**config.mk**
```make
export PLATFORM = sky130hd
export DESIGN_NAME = load_store_unit_flat
export DESIGN_NICKNAME = d
export VERILOG_FILES = /design/src/rtl/mem_if_pkg.sv /design/src/rtl/load_store_unit_if.sv /design/src/rtl/load_store_unit_load_align.sv /design/src/rtl/load_store_unit.sv /design/src/flat_wrapper.sv
export SDC_FILE = /design/constraint.sdc
export NUM_CORES = 1
export LEC_CHECK = 0
export BUFFER_PORTS_ARGS = -buffer_cell sky130_fd_sc_hd__buf_4
export CELL_PAD_IN_SITES_DETAIL_PLACEMENT = 2
export CELL_PAD_IN_SITES_GLOBAL_PLACEMENT = 2
export CORE_UTILIZATION = 38
export CTS_CLUSTER_DIAMETER = 60
export DETAILED_ROUTE_END_ITERATION = 8
export PLACE_DENSITY_LB_ADDON = 0.08
export SETUP_SLACK_MARGIN = 0.5
export SKIP_CTS_REPAIR_TIMING = 1
export SYNTH_ARGS = -nofsm -noshare
export SYNTH_HDL_FRONTEND = slang
export SYNTH_SLANG_ARGS = --single-unit
```
**constraint.sdc**
```tcl
create_clock -name clock -period 10.2 [get_ports clock]
set_input_delay 0.51 -clock clock [delete_from_list [all_inputs] [get_ports clock]]
set_output_delay 0.51 -clock clock [all_outputs]
set_load 0.01 [all_outputs]
```
**src/rtl/mem_if_pkg.sv**
```systemverilog
// Shared data-memory port definitions: access-size codes, LSU state encoding and
// small helpers describing which accesses the memory performs natively.
package mem_if_pkg;

  localparam logic [1:0] SZ_BYTE = 2'd0;
  localparam logic [1:0] SZ_HALF = 2'd1;
  localparam logic [1:0] SZ_UNAL = 2'd2;
  localparam logic [1:0] SZ_WORD = 2'd3;

  typedef enum logic [2:0] {
    ST_IDLE = 3'd0,
    ST_RD0  = 3'd1,
    ST_RD1  = 3'd2,
    ST_WR   = 3'd3,
    ST_WRB  = 3'd4,
    ST_RESP = 3'd5
  } lsu_state_t;

  function automatic logic [2:0] size_bytes(input logic [1:0] size);
    case (size)
      SZ_BYTE: return 3'd1;
      SZ_HALF: return 3'd2;
      default: return 3'd4;
    endcase
  endfunction

  // The memory handles bytes anywhere, halves on even offsets, words only at offset 0.
  function automatic logic is_native(input logic [1:0] size, input logic [1:0] off);
    case (size)
      SZ_BYTE: return 1'b1;
      SZ_HALF: return ~off[0];
      SZ_WORD: return off == 2'd0;
      default: return 1'b0;
    endcase
  endfunction

endpackage

```
**src/rtl/load_store_unit_if.sv**
```systemverilog
// Core-side request/response channel and memory-side bus of the load/store unit.
interface lsu_req_if;
  logic        req_valid;
  logic        req_ready;
  logic        req_we;
  logic [1:0]  req_size;
  logic        req_signed;
  logic [31:0] req_addr;
  logic [31:0] req_wdata;
  logic        resp_valid;
  logic [31:0] resp_rdata;
  logic        resp_err;

  modport master (
    output req_valid, req_we, req_size, req_signed, req_addr, req_wdata,
    input  req_ready, resp_valid, resp_rdata, resp_err
  );
  modport slave (
    input  req_valid, req_we, req_size, req_signed, req_addr, req_wdata,
    output req_ready, resp_valid, resp_rdata, resp_err
  );
endinterface

interface lsu_mem_if;
  logic [31:0] mem_addr;
  logic [31:0] mem_wdata;
  logic [1:0]  mem_size;
  logic        mem_we;
  logic        mem_re;
  logic [31:0] mem_rdata;

  modport master (
    output mem_addr, mem_wdata, mem_size, mem_we, mem_re,
    input  mem_rdata
  );
  modport slave (
    input  mem_addr, mem_wdata, mem_size, mem_we, mem_re,
    output mem_rdata
  );
endinterface

```
**src/rtl/load_store_unit_load_align.sv**
```systemverilog
// Load data extraction: picks n little-endian bytes at byte offset off out of two
// consecutive memory words and sign- or zero-extends them to 32 bits.
module lsu_load_align
  import mem_if_pkg::*;
(
  input  logic [63:0] data,
  input  logic [1:0]  off,
  input  logic [1:0]  size,
  input  logic        sign_ext,
  output logic [31:0] result
);

  logic [63:0] shifted;

  always_comb begin
    shifted = data >> {off, 3'b000};
    case (size)
      SZ_BYTE: result = {{24{sign_ext & shifted[7]}}, shifted[7:0]};
      SZ_HALF: result = {{16{sign_ext & shifted[15]}}, shifted[15:0]};
      default: result = shifted[31:0];
    endcase
  end

endmodule

```
**src/rtl/load_store_unit.sv**
```systemverilog
// Initiator side of the CPU data-memory port: one request in flight, non-native
// accesses split into aligned word reads or byte writes, one response per request.
module load_store_unit
  import mem_if_pkg::*;
#(
  parameter bit ALLOW_UNALIGNED = 1'b1
) (
  input  logic      clock,
  input  logic      reset,
  lsu_req_if.slave  req,
  lsu_mem_if.master mem
);

  lsu_state_t  state;
  logic [31:0] addr_r;
  logic [31:0] wdata_r;
  logic [1:0]  size_r;
  logic        signed_r;
  logic        we_r;
  logic [2:0]  n_r;
  logic [2:0]  idx;
  logic [31:0] lo;
  logic [31:0] hi;

  logic        accept;
  logic        req_native;
  logic        req_bad;
  logic        crossing;
  logic [2:0]  idx_next;
  logic [31:0] align_result;

  function automatic logic [7:0] byte_lane(input logic [31:0] w, input logic [1:0] i);
    case (i)
      2'd0:    return w[7:0];
      2'd1:    return w[15:8];
      2'd2:    return w[23:16];
      default: return w[31:24];
    endcase
  endfunction

  assign accept     = req.req_valid && req.req_ready;
  assign req_native = is_native(req.req_size, req.req_addr[1:0]);
  assign req_bad    = (req.req_size == SZ_UNAL) || (!ALLOW_UNALIGNED && !req_native);
  assign crossing   = ({1'b0, addr_r[1:0]} + n_r) > 3'd4;
  assign idx_next   = idx + 3'd1;

  lsu_load_align u_align (
    .data     ({hi, lo}),
    .off      (addr_r[1:0]),
    .size     (size_r),
    .sign_ext (signed_r),
    .result   (align_result)
  );

  // Load data is only presented during the response cycle; stores and errors read as zero.
  assign req.resp_rdata = (state == ST_RESP && !we_r && !req.resp_err) ? align_result : 32'h0;

  always_ff @(posedge clock) begin
    if (state == ST_IDLE && accept) begin
      addr_r   <= req.req_addr;
      wdata_r  <= req.req_wdata;
      size_r   <= req.req_size;
      signed_r <= req.req_signed;
      we_r     <= req.req_we;
      n_r      <= size_bytes(req.req_size);
      hi       <= 32'h0;
    end
    if (state == ST_RD0) lo <= mem.mem_rdata;
    if (state == ST_RD1) hi <= mem.mem_rdata;
  end

  always_ff @(posedge clock) begin
    if (reset) begin
      state          <= ST_IDLE;
      idx            <= 3'd0;
      req.req_ready  <= 1'b1;
      req.resp_valid <= 1'b0;
      req.resp_err   <= 1'b0;
      mem.mem_we     <= 1'b0;
      mem.mem_re     <= 1'b0;
      mem.mem_addr   <= 32'h0;
      mem.mem_wdata  <= 32'h0;
      mem.mem_size   <= SZ_WORD;
    end else begin
      case (state)
        ST_IDLE: begin
          if (accept) begin
            req.req_ready <= 1'b0;
            if (req_bad) begin
              state          <= ST_RESP;
              req.resp_valid <= 1'b1;
              req.resp_err   <= 1'b1;
            end else if (!req.req_we) begin
              state        <= ST_RD0;
              mem.mem_re   <= 1'b1;
              mem.mem_addr <= {req.req_addr[31:2], 2'b00};
            end else if (req_native) begin
              state         <= ST_WR;
              mem.mem_we    <= 1'b1;
              mem.mem_addr  <= req.req_addr;
              mem.mem_size  <= req.req_size;
              mem.mem_wdata <= req.req_wdata;
            end else begin
              state         <= ST_WRB;
              idx           <= 3'd0;
              mem.mem_we    <= 1'b1;
              mem.mem_addr  <= req.req_addr;
              mem.mem_size  <= SZ_BYTE;
              mem.mem_wdata <= {24'h0, req.req_wdata[7:0]};
            end
          end
        end
        ST_RD0: begin
          if (crossing) begin
            state        <= ST_RD1;
            mem.mem_addr <= mem.mem_addr + 32'd4;
          end else begin
            state          <= ST_RESP;
            mem.mem_re     <= 1'b0;
            mem.mem_addr   <= 32'h0;
            req.resp_valid <= 1'b1;
          end
        end
        ST_RD1: begin
          state          <= ST_RESP;
          mem.mem_re     <= 1'b0;
          mem.mem_addr   <= 32'h0;
          req.resp_valid <= 1'b1;
        end
        ST_WR: begin
          state          <= ST_RESP;
          mem.mem_we     <= 1'b0;
          mem.mem_addr   <= 32'h0;
          mem.mem_wdata  <= 32'h0;
          mem.mem_size   <= SZ_WORD;
          req.resp_valid <= 1'b1;
        end
        ST_WRB: begin
          if (idx_next == n_r) begin
            state          <= ST_RESP;
            mem.mem_we     <= 1'b0;
            mem.mem_addr   <= 32'h0;
            mem.mem_wdata  <= 32'h0;
            mem.mem_size   <= SZ_WORD;
            req.resp_valid <= 1'b1;
          end else begin
            idx           <= idx_next;
            mem.mem_addr  <= addr_r + {29'h0, idx_next};
            mem.mem_wdata <= {24'h0, byte_lane(wdata_r, idx_next[1:0])};
          end
        end
        ST_RESP: begin
          state          <= ST_IDLE;
          req.req_ready  <= 1'b1;
          req.resp_valid <= 1'b0;
          req.resp_err   <= 1'b0;
        end
        default: state <= ST_IDLE;
      endcase
    end
  end

endmodule

```
**src/flat_wrapper.sv**
```systemverilog
// flat-port wrapper written by rule: the top's interface ports become plain ports
module load_store_unit_flat import mem_if_pkg::*;
#(
  parameter bit ALLOW_UNALIGNED = 1'b1
)
  (clock, reset, req_req_valid, req_req_we, req_req_size, req_req_signed, req_req_addr, req_req_wdata, req_req_ready, req_resp_valid, req_resp_rdata, req_resp_err, mem_mem_addr, mem_mem_wdata, mem_mem_size, mem_mem_we, mem_mem_re, mem_mem_rdata);
  lsu_req_if req_i ();
  lsu_mem_if mem_i ();
  input  logic clock;
  input  logic reset;
  input wire logic [$bits(req_i.req_valid)-1:0] req_req_valid;
  input wire logic [$bits(req_i.req_we)-1:0] req_req_we;
  input wire logic [$bits(req_i.req_size)-1:0] req_req_size;
  input wire logic [$bits(req_i.req_signed)-1:0] req_req_signed;
  input wire logic [$bits(req_i.req_addr)-1:0] req_req_addr;
  input wire logic [$bits(req_i.req_wdata)-1:0] req_req_wdata;
  output wire logic [$bits(req_i.req_ready)-1:0] req_req_ready;
  output wire logic [$bits(req_i.resp_valid)-1:0] req_resp_valid;
  output wire logic [$bits(req_i.resp_rdata)-1:0] req_resp_rdata;
  output wire logic [$bits(req_i.resp_err)-1:0] req_resp_err;
  output wire logic [$bits(mem_i.mem_addr)-1:0] mem_mem_addr;
  output wire logic [$bits(mem_i.mem_wdata)-1:0] mem_mem_wdata;
  output wire logic [$bits(mem_i.mem_size)-1:0] mem_mem_size;
  output wire logic [$bits(mem_i.mem_we)-1:0] mem_mem_we;
  output wire logic [$bits(mem_i.mem_re)-1:0] mem_mem_re;
  input wire logic [$bits(mem_i.mem_rdata)-1:0] mem_mem_rdata;
  assign req_i.req_valid = req_req_valid;
  assign req_i.req_we = req_req_we;
  assign req_i.req_size = req_req_size;
  assign req_i.req_signed = req_req_signed;
  assign req_i.req_addr = req_req_addr;
  assign req_i.req_wdata = req_req_wdata;
  assign req_req_ready = req_i.req_ready;
  assign req_resp_valid = req_i.resp_valid;
  assign req_resp_rdata = req_i.resp_rdata;
  assign req_resp_err = req_i.resp_err;
  assign mem_mem_addr = mem_i.mem_addr;
  assign mem_mem_wdata = mem_i.mem_wdata;
  assign mem_mem_size = mem_i.mem_size;
  assign mem_mem_we = mem_i.mem_we;
  assign mem_mem_re = mem_i.mem_re;
  assign mem_i.mem_rdata = mem_mem_rdata;
  load_store_unit #(.ALLOW_UNALIGNED(ALLOW_UNALIGNED)) u_core (.clock(clock), .reset(reset), .req(req_i), .mem(mem_i));
endmodule
```
**Yosys cells after proc, flatten, opt, wreduce, memory -nomap -nowiden**

Cells that the tools add are included.

- Register bits after elaboration: 212
- Input bits: 103
- Output and inout port bits: 103
- Word-level logic and storage cells: 132

- $add $sub $neg: 4
- Order comparisons: 1
- Eq/ne operators: 21
- Shifts and indexed selects: 1
- Multiplexer cells: 56
- Bitwise operators: 3
- Reduce and logical (&&, ||, !) cells: 28

Operator list:

| cell | count |
|---|---|
| 2-to-1 mux 32 bit | 11 |
| case mux 32 bit (4 select lines) | 1 |
| case mux 32 bit (3 select lines) | 1 |
| case mux 32 bit (2 select lines) | 1 |
| >> shifter 64 x 5 -> 32 bit | 1 |
| 2-to-1 mux 3 bit | 11 |
| adder 32 x 3 -> 32 bit | 1 |
| adder 32 x 3 -> 32 bit, second input constant | 1 |
| case mux 8 bit (3 select lines) | 1 |
| AND reduction 5 bit | 3 |
| 2-to-1 mux 1 bit | 13 |
| 2-to-1 mux 2 bit | 6 |
| != test 2 bit, second input constant | 6 |
| case mux 3 bit (2 select lines) | 2 |
| case mux 3 bit (4 select lines) | 1 |
| case mux 1 bit (3 select lines) | 3 |
| logical NOT 2 bit | 4 |
| 2-to-1 mux 8 bit | 1 |
| equality test 2 x 1 -> 1 bit, second input constant | 3 |
| equality test 2 bit, second input constant | 3 |
| equality test 3 x 2 -> 1 bit, second input constant | 2 |
| equality test 3 bit, second input constant | 2 |
| != test 2 x 1 -> 1 bit, second input constant | 3 |
| case mux 2 bit (3 select lines) | 1 |
| 21 further kinds | 32 |

**Logic depth before layout (Yosys ltp)**

- Word-level depth: 7
- Mapped depth: 11
- Depth with buffers taken out: 10

**By module**

Synthesis repeated with hierarchy kept, for this count alone.

- Cells, all modules: 1,025
- Area, all modules: 11,081.9 µm²

Modules (own cells, without submodules):

| module | times used | cells an instance | area an instance (µm²) | seq. area each (µm²) |
|---|---|---|---|---|
| load_store_unit | 1 | 925 | 9,965.8 | 5,595.4 |
| lsu_load_align | 1 | 100 | 1,116.1 | 0.0 |

**Worst setup path after synthesis**

OpenSTA, ideal clock, no wires.

- Kind: register -> register
- Start point: register u_core.state[2]
- End point: register u_core.hi[0] (enable)
- Library setup time: 359 ps
- Arrival time: 3,446 ps
- Data required time: 9,841 ps
- Slack: 6,395 ps
- Cell stages (with the launch flop): 5
- Path buffers: 1
- Clock period less this slack: 3,805 ps
- Cells stage by stage: dfxtp_1 or3_1 buf_2 nor2_2 or2_2

- Longest elaborated chain between the ends: 3
- Elaborated cells on any way between the ends: 4
- Classes of those cells: eq/ne (1); reduce/logical (3)

Ends and longest elaborated chain:

| what | line | RTL |
|---|---|---|
| from (decl) | load_store_unit.sv:14 | `lsu_state_t state;` |
| from (signal assigned) | load_store_unit.sv:74 | `state <= ST_IDLE;` |
| from (signal assigned) | load_store_unit.sv:90 | `state <= ST_RESP;` |
| from (signal assigned) | load_store_unit.sv:94 | `state <= ST_RD0;` |
| logical NOT 3 bit | load_store_unit.sv:59 | `if (state == ST_IDLE && accept) begin` |
| logical AND 1 bit | load_store_unit.sv:59 |  |
| nonzero test 2 bit (no line) * | n/a |  |
| to (signal assigned) | load_store_unit.sv:69 | `if (state == ST_RD1) hi <= mem.mem_rdata;` |
| to (decl) | load_store_unit.sv:23 | `logic [31:0] hi;` |

Every way passes the cells marked *; elsewhere a longest branch is shown, timed or not.
A chain may end at the register's enable or synchronous reset.

**Final worst setup path**

- Start point: register u_core.addr_r[0]
- End point: output req_resp_rdata[19]

- Longest elaborated chain between the ends: 4
- Elaborated cells on any way between the ends: 5
- Classes of those cells: shift (1); mux (2); bitwise (2)

Ends and longest elaborated chain:

| what | line | RTL |
|---|---|---|
| from (decl) | load_store_unit.sv:15 | `logic [31:0] addr_r;` |
| from (signal assigned) | load_store_unit.sv:60 | `addr_r <= req.req_addr;` |
| >> shifter 64 x 5 -> 32 bit * | load_store_unit_load_align.sv:16 | `shifted = data >> {off, 3'b000};` |
| bitwise AND 1 bit, on equally long branches | load_store_unit_load_align.sv:19, load_store_unit_load_align.sv:18 |  |
| case mux 32 bit (2 select lines) * | load_store_unit_load_align.sv:17 | `case (size)` |
| 2-to-1 mux 32 bit * | load_store_unit.sv:56 | `assign req.resp_rdata = (state == ST_RESP && !we_r && !req.resp_err) ? align_result : 32'h0;` |
| to (decl) | flat_wrapper.sv:19 | `output wire logic [$bits(req_i.resp_rdata)-1:0] req_resp_rdata;` |

Marks and branches as above.

==> tab_implementation.tex <==
\begin{tabular}{lr}
\hline
Metric & Value \\
\hline
\multicolumn{2}{l}{\textbf{Logic synthesis}} \\
\quad Synthesized cell area & 10300 um\^{}2 \\
\quad Net count after synthesis & 1055 \\
\quad Syn Area/Cell & 11.0 um\^{}2 \\
\quad Complex-gate fraction of the synthesized area & 12.5\% \\
\quad Multiplexer area fraction after synthesis & 7.44\% \\
\quad Distinct cell type count of the synthesized netlist & 73 \\
\quad Flops \& latches, synth & 204 \\
\quad Area share of and/or/nand/nor cells after synthesis & 18.0\% \\
\quad Share of flip-flops with an asynchronous set or reset after synthesis & 0\% \\
\quad Synth Area in Adders & 1.48\% \\
\quad Predominant post-synthesis flop cell & edfxtp\_1 \\
\quad Main combinational cell family by area after synthesis & simple AND/OR/NAND/NOR gates \\
\quad Number of flops mapped to enable cells by yosys & 127 \\
\quad Synthesized instance count & 941 \\
\quad Sequential-to-total area share from yosys stat & 51.9\% \\
\quad Xor/xnor share of the synthesized area & 4.33\% \\
\quad Number of synthesis warnings & 0 \\
\multicolumn{2}{l}{\textbf{Placement}} \\
\quad IO Port Bufs & 205 \\
\quad Gpl congestion & 0.788 \\
\quad Pre-CTS WS & 6940 ps \\
\quad Post-detail-place hpwl & 23700 um \\
\multicolumn{2}{l}{\textbf{STA}} \\
\quad Final clock period utilization by the worst path & 37.4\% \\
\quad Final setup violation count & 0 \\
\quad Final-report max-slew violation count & 0 \\
\quad Max Clock Freq & 0.262 GHz \\
\quad Slew margin rel. & 25.9\% \\
\quad Hold Vio Cnt, Final & 0 \\
\quad Setup slack after layout & 6380 ps \\
\quad Worst slew pin tran & 1110 ps \\
\quad Unrepaired setup endpoints after global routing & no \\
\quad Clock period minus worst slack & 3820 ps \\
\quad Accumulated negative setup slack & 0 ps \\
\quad Worst clock skew on the final layout & 9.13 ps \\
\multicolumn{2}{l}{\textbf{Layout}} \\
\quad Area growth from synthesis to final layout & 25.7\% \\
\quad Number of fill cells & 2733 \\
\quad Fraction of layout instances using a drive strength above 1 & 27.6\% \\
\quad Net count reported at finish & 1236 \\
\quad Diode insertion count for antenna repair & 0 \\
\multicolumn{2}{l}{\textbf{Global route}} \\
\quad Via count of the first global-routing pass & 9265 \\
\quad Antenna violations before repair & 0 \\
\quad Wire length of the first global-routing pass & 55300 um \\
\quad Overflow left after global routing & 0 \\
\quad Overall global routing resource usage & 25.6\% \\
\quad Pin count of the biggest net entering global routing & 74 \\
\multicolumn{2}{l}{\textbf{Worst hold path}} \\
\quad Hold Path Class & in -> reg \\
\quad Source of the worst hold timing path & mem\_mem\_rdata[25] \\
\quad Worst min-delay path endpoint & u\_core.lo[25] \\
\quad Worst hold path stage count & 1 \\
\multicolumn{2}{l}{\textbf{Route}} \\
\quad Number of DRC markers in iteration 0 & 515 \\
\quad Drt first pass iters & 7 \\
\quad Routed wirelength normalized by instance count & 24.0 um \\
\quad Routed Wire Length & 35500 um \\
\quad DRC violation count after routing & 0 \\
\quad Routed Antenna Nets & 0 \\
\quad Average vias per placed instance & 5.83 \\
\quad Total via count in the routed design & 8618 \\
\multicolumn{2}{l}{\textbf{Floorplan}} \\
\quad Die Span Y & 167 um \\
\quad Total I/O pin count & 206 \\
\quad \# rows & 59 \\
\quad Die Footprint & 27800 um\^{}2 \\
\quad Core region area & 26400 um\^{}2 \\
\quad Die Wd & 167 um \\
\quad Initial Utilization & 39.2\% \\
\multicolumn{2}{l}{\textbf{Setup path}} \\
\quad Crit-path max FO & 34 \\
\quad Reg2reg path depth & 10 \\
\quad CP bufs+invs & 2 \\
\quad Category of the worst setup path launch point & register \\
\quad Slowest stage cell on the critical path & or2\_1 \\
\quad Sort of element at the end of the critical path & primary output \\
\quad Top delay family on crit path & buffers and inverters \\
\quad Largest incremental delay on the critical path & 560 ps \\
\quad Required time of the worst setup path & 9690 ps \\
\quad Endpoint of the lowest-slack register-to-register path & u\_core.mem.mem\_addr[26] \\
\quad List of cells traversed by the critical path & buf\_4 -> mux2\_2 -> mux2i\_1 -> o21ai\_0 -> a21oi\_1 -> or2\_1 -> a21oi\_1 -> buf\_4 \\
\quad Arr. time, crit path & 3310 ps \\
\quad Setup slack, reg-to-reg & 6900 ps \\
\quad Critical setup path kind & reg -> out \\
\quad Launch instance of the worst register-to-register path & u\_core.idx[0] \\
\multicolumn{2}{l}{\textbf{Pwr}} \\
\quad Leakage & 4.88 nW \\
\quad Total power per unit cell area & 281 nW/um\^{}2 \\
\quad Largest voltage drop on the vdd net & 137 uV \\
\multicolumn{2}{l}{\textbf{Clock tree}} \\
\quad \# clock sinks & 204 \\
\quad Number of H-tree levels & 1 \\
\quad CTS tree & done \\
\quad Max Buffers Root-to-Sink & 3 \\
\quad Latest clock arrival within the worst-skew pair & 560 ps \\
\quad Clock-pin transition on the worst setup and hold timing paths & 60 ps \\
\quad Root Buffer Master & clkbuf\_16 \\
\quad CTS Buf Count & 28 \\
\multicolumn{2}{l}{\textbf{Outcome}} \\
\quad Run status & completed \\
\multicolumn{2}{l}{\textbf{Run}} \\
\quad Count of max-cap constraint violations & 0 \\
\hline
\end{tabular}
[metrics by stage]
step	area, um^2	cells	utilization, %	power (mW)	hold slack [ps]
detailed placement	12000	1427	45.7	2.67	453
finish	13000	1479	49.2	3.65	135
floorplan	10300	941	-	2.17	444
global route	13000	1479	49.2	3.85	114
global placement	12000	1427	45.7	2.62	443
CTS	13000	1479	49.2	3.68	110
[registers in the layout, indices dropped and copies added (netlist names)]
signal,cells
u_core.idx,3
u_core.lo,32
u_core.mem.mem_addr,32
u_core.mem.mem_wdata,32
u_core.n_r,3
u_core.mem.mem_we,1
u_core.state,3
u_core.wdata_r,32
u_core.we_r,1
u_core.size_r,2
u_core.signed_r,1
u_core.hi,24
u_core.mem.mem_re,1
u_core.req.req_ready,1
u_core.req.resp_valid,1
u_core.addr_r,32
u_core.req.resp_err,1
u_core.mem.mem_size,2
[cells in the final DEF, fill, tap and decap left out, types with 31 or more instances in the layout]
cell type,netlist,final
a21oi_1,69,69
nand3_1,37,37
nor2_1,63,63
xnor2_1,33,33
nand2_1,75,75
edfxtp_1,127,127
dfxtp_1,77,77
buf_4,6,217
nor3_1,36,36
clkbuf_16,0,31
[synthesized netlist by cell type, types with 10 or more instances]
cell,number,area [um^2]
inv_1,28,105
a222oi_1,10,100
a22oi_1,10,75.1
buf_2,30,150
xor2_1,18,158
and3_1,10,62.6
o21ai_0,30,150
edfxtp_1,127,3810
a211oi_1,15,113
xnor2_1,33,289
mux4_2,30,676
nor4_1,16,100
dfxtp_1,77,1540
and2_1,30,188
nand4_1,23,144
nand3_1,37,185
a221oi_1,22,193
nor3_1,36,180
a21oi_1,69,345
nand2_1,75,282
nor2_1,63,236
clkbuf_1,24,90.1
[cell type report]
cell class / instances / area (um^2) / area share [%]
Tap cell: 335 / 419 / 3.23
Multi-Input combinational cell: 643 / 4530 / 34.9
Clock inverter: 7 / 76.3 / 0.588
Sequential cell: 204 / 5360 / 41.3
Timing Repair Buffer: 217 / 1630 / 12.6
Inverter: 28 / 105 / 0.810
Clock buffer: 45 / 868 / 6.69
[how the worst max path moves through the flow]
stage	startpoint	depth (start not counted)	endpoint
6_report	u_core.addr_r[0]	8	req_resp_rdata[19]
5_1_grt	u_core.addr_r[0]	8	req_resp_rdata[22]
4_1_cts	u_core.addr_r[0]	8	req_resp_rdata[19]
3_5_place_dp	u_core.idx[0]	10	u_core.mem.mem_addr[26]
3_3_place_gp	u_core.state[2]	7	u_core.mem.mem_size[0]
2_1_floorplan	u_core.state[2]	4	u_core.hi[0]
[layer usage]
layer / GRT usage, % / wire (um) / up-vias
li1: - / - / 3910
met1: 34.2 / 15600 / 4398
met2: 43.4 / 17400 / 265
met3: 3.99 / 1850 / 45
met4: 6.32 / 726 / 0
met5: 0 / 0 / -
[power breakdown]
| group | internal [mW] | switching [mW] |
|---|---|---|
| Sequential | 1.16 | 0.225 |
| Clock | 0.588 | 0.390 |
| Combinational | 0.510 | 0.779 |
| Total | 2.26 | 1.39 |
[worst register-to-register path, delay by kind of cell, from the launching register on]
family | cells | cell delay, ps
adders and majority gates | 2 | 900
and+or+nand+nor | 2 | 710
AOI/OAI and AO/OA | 3 | 600
DFF | 1 | 470
xor gates and xnor gates | 2 | 400
buffers and inverters | 1 | 120
[cell families (layout without fill, tap and decap cells)]
group / after synthesis / in the layout
buf+inv: 94 / 297
simple gates: 348 / 348
fa+ha+maj: 11 / 11
xor+xnor: 51 / 51
compound gates: 194 / 194
flops: 204 / 204
mux: 39 / 39
No activity file was read; power rests on OpenSTA's default activity.
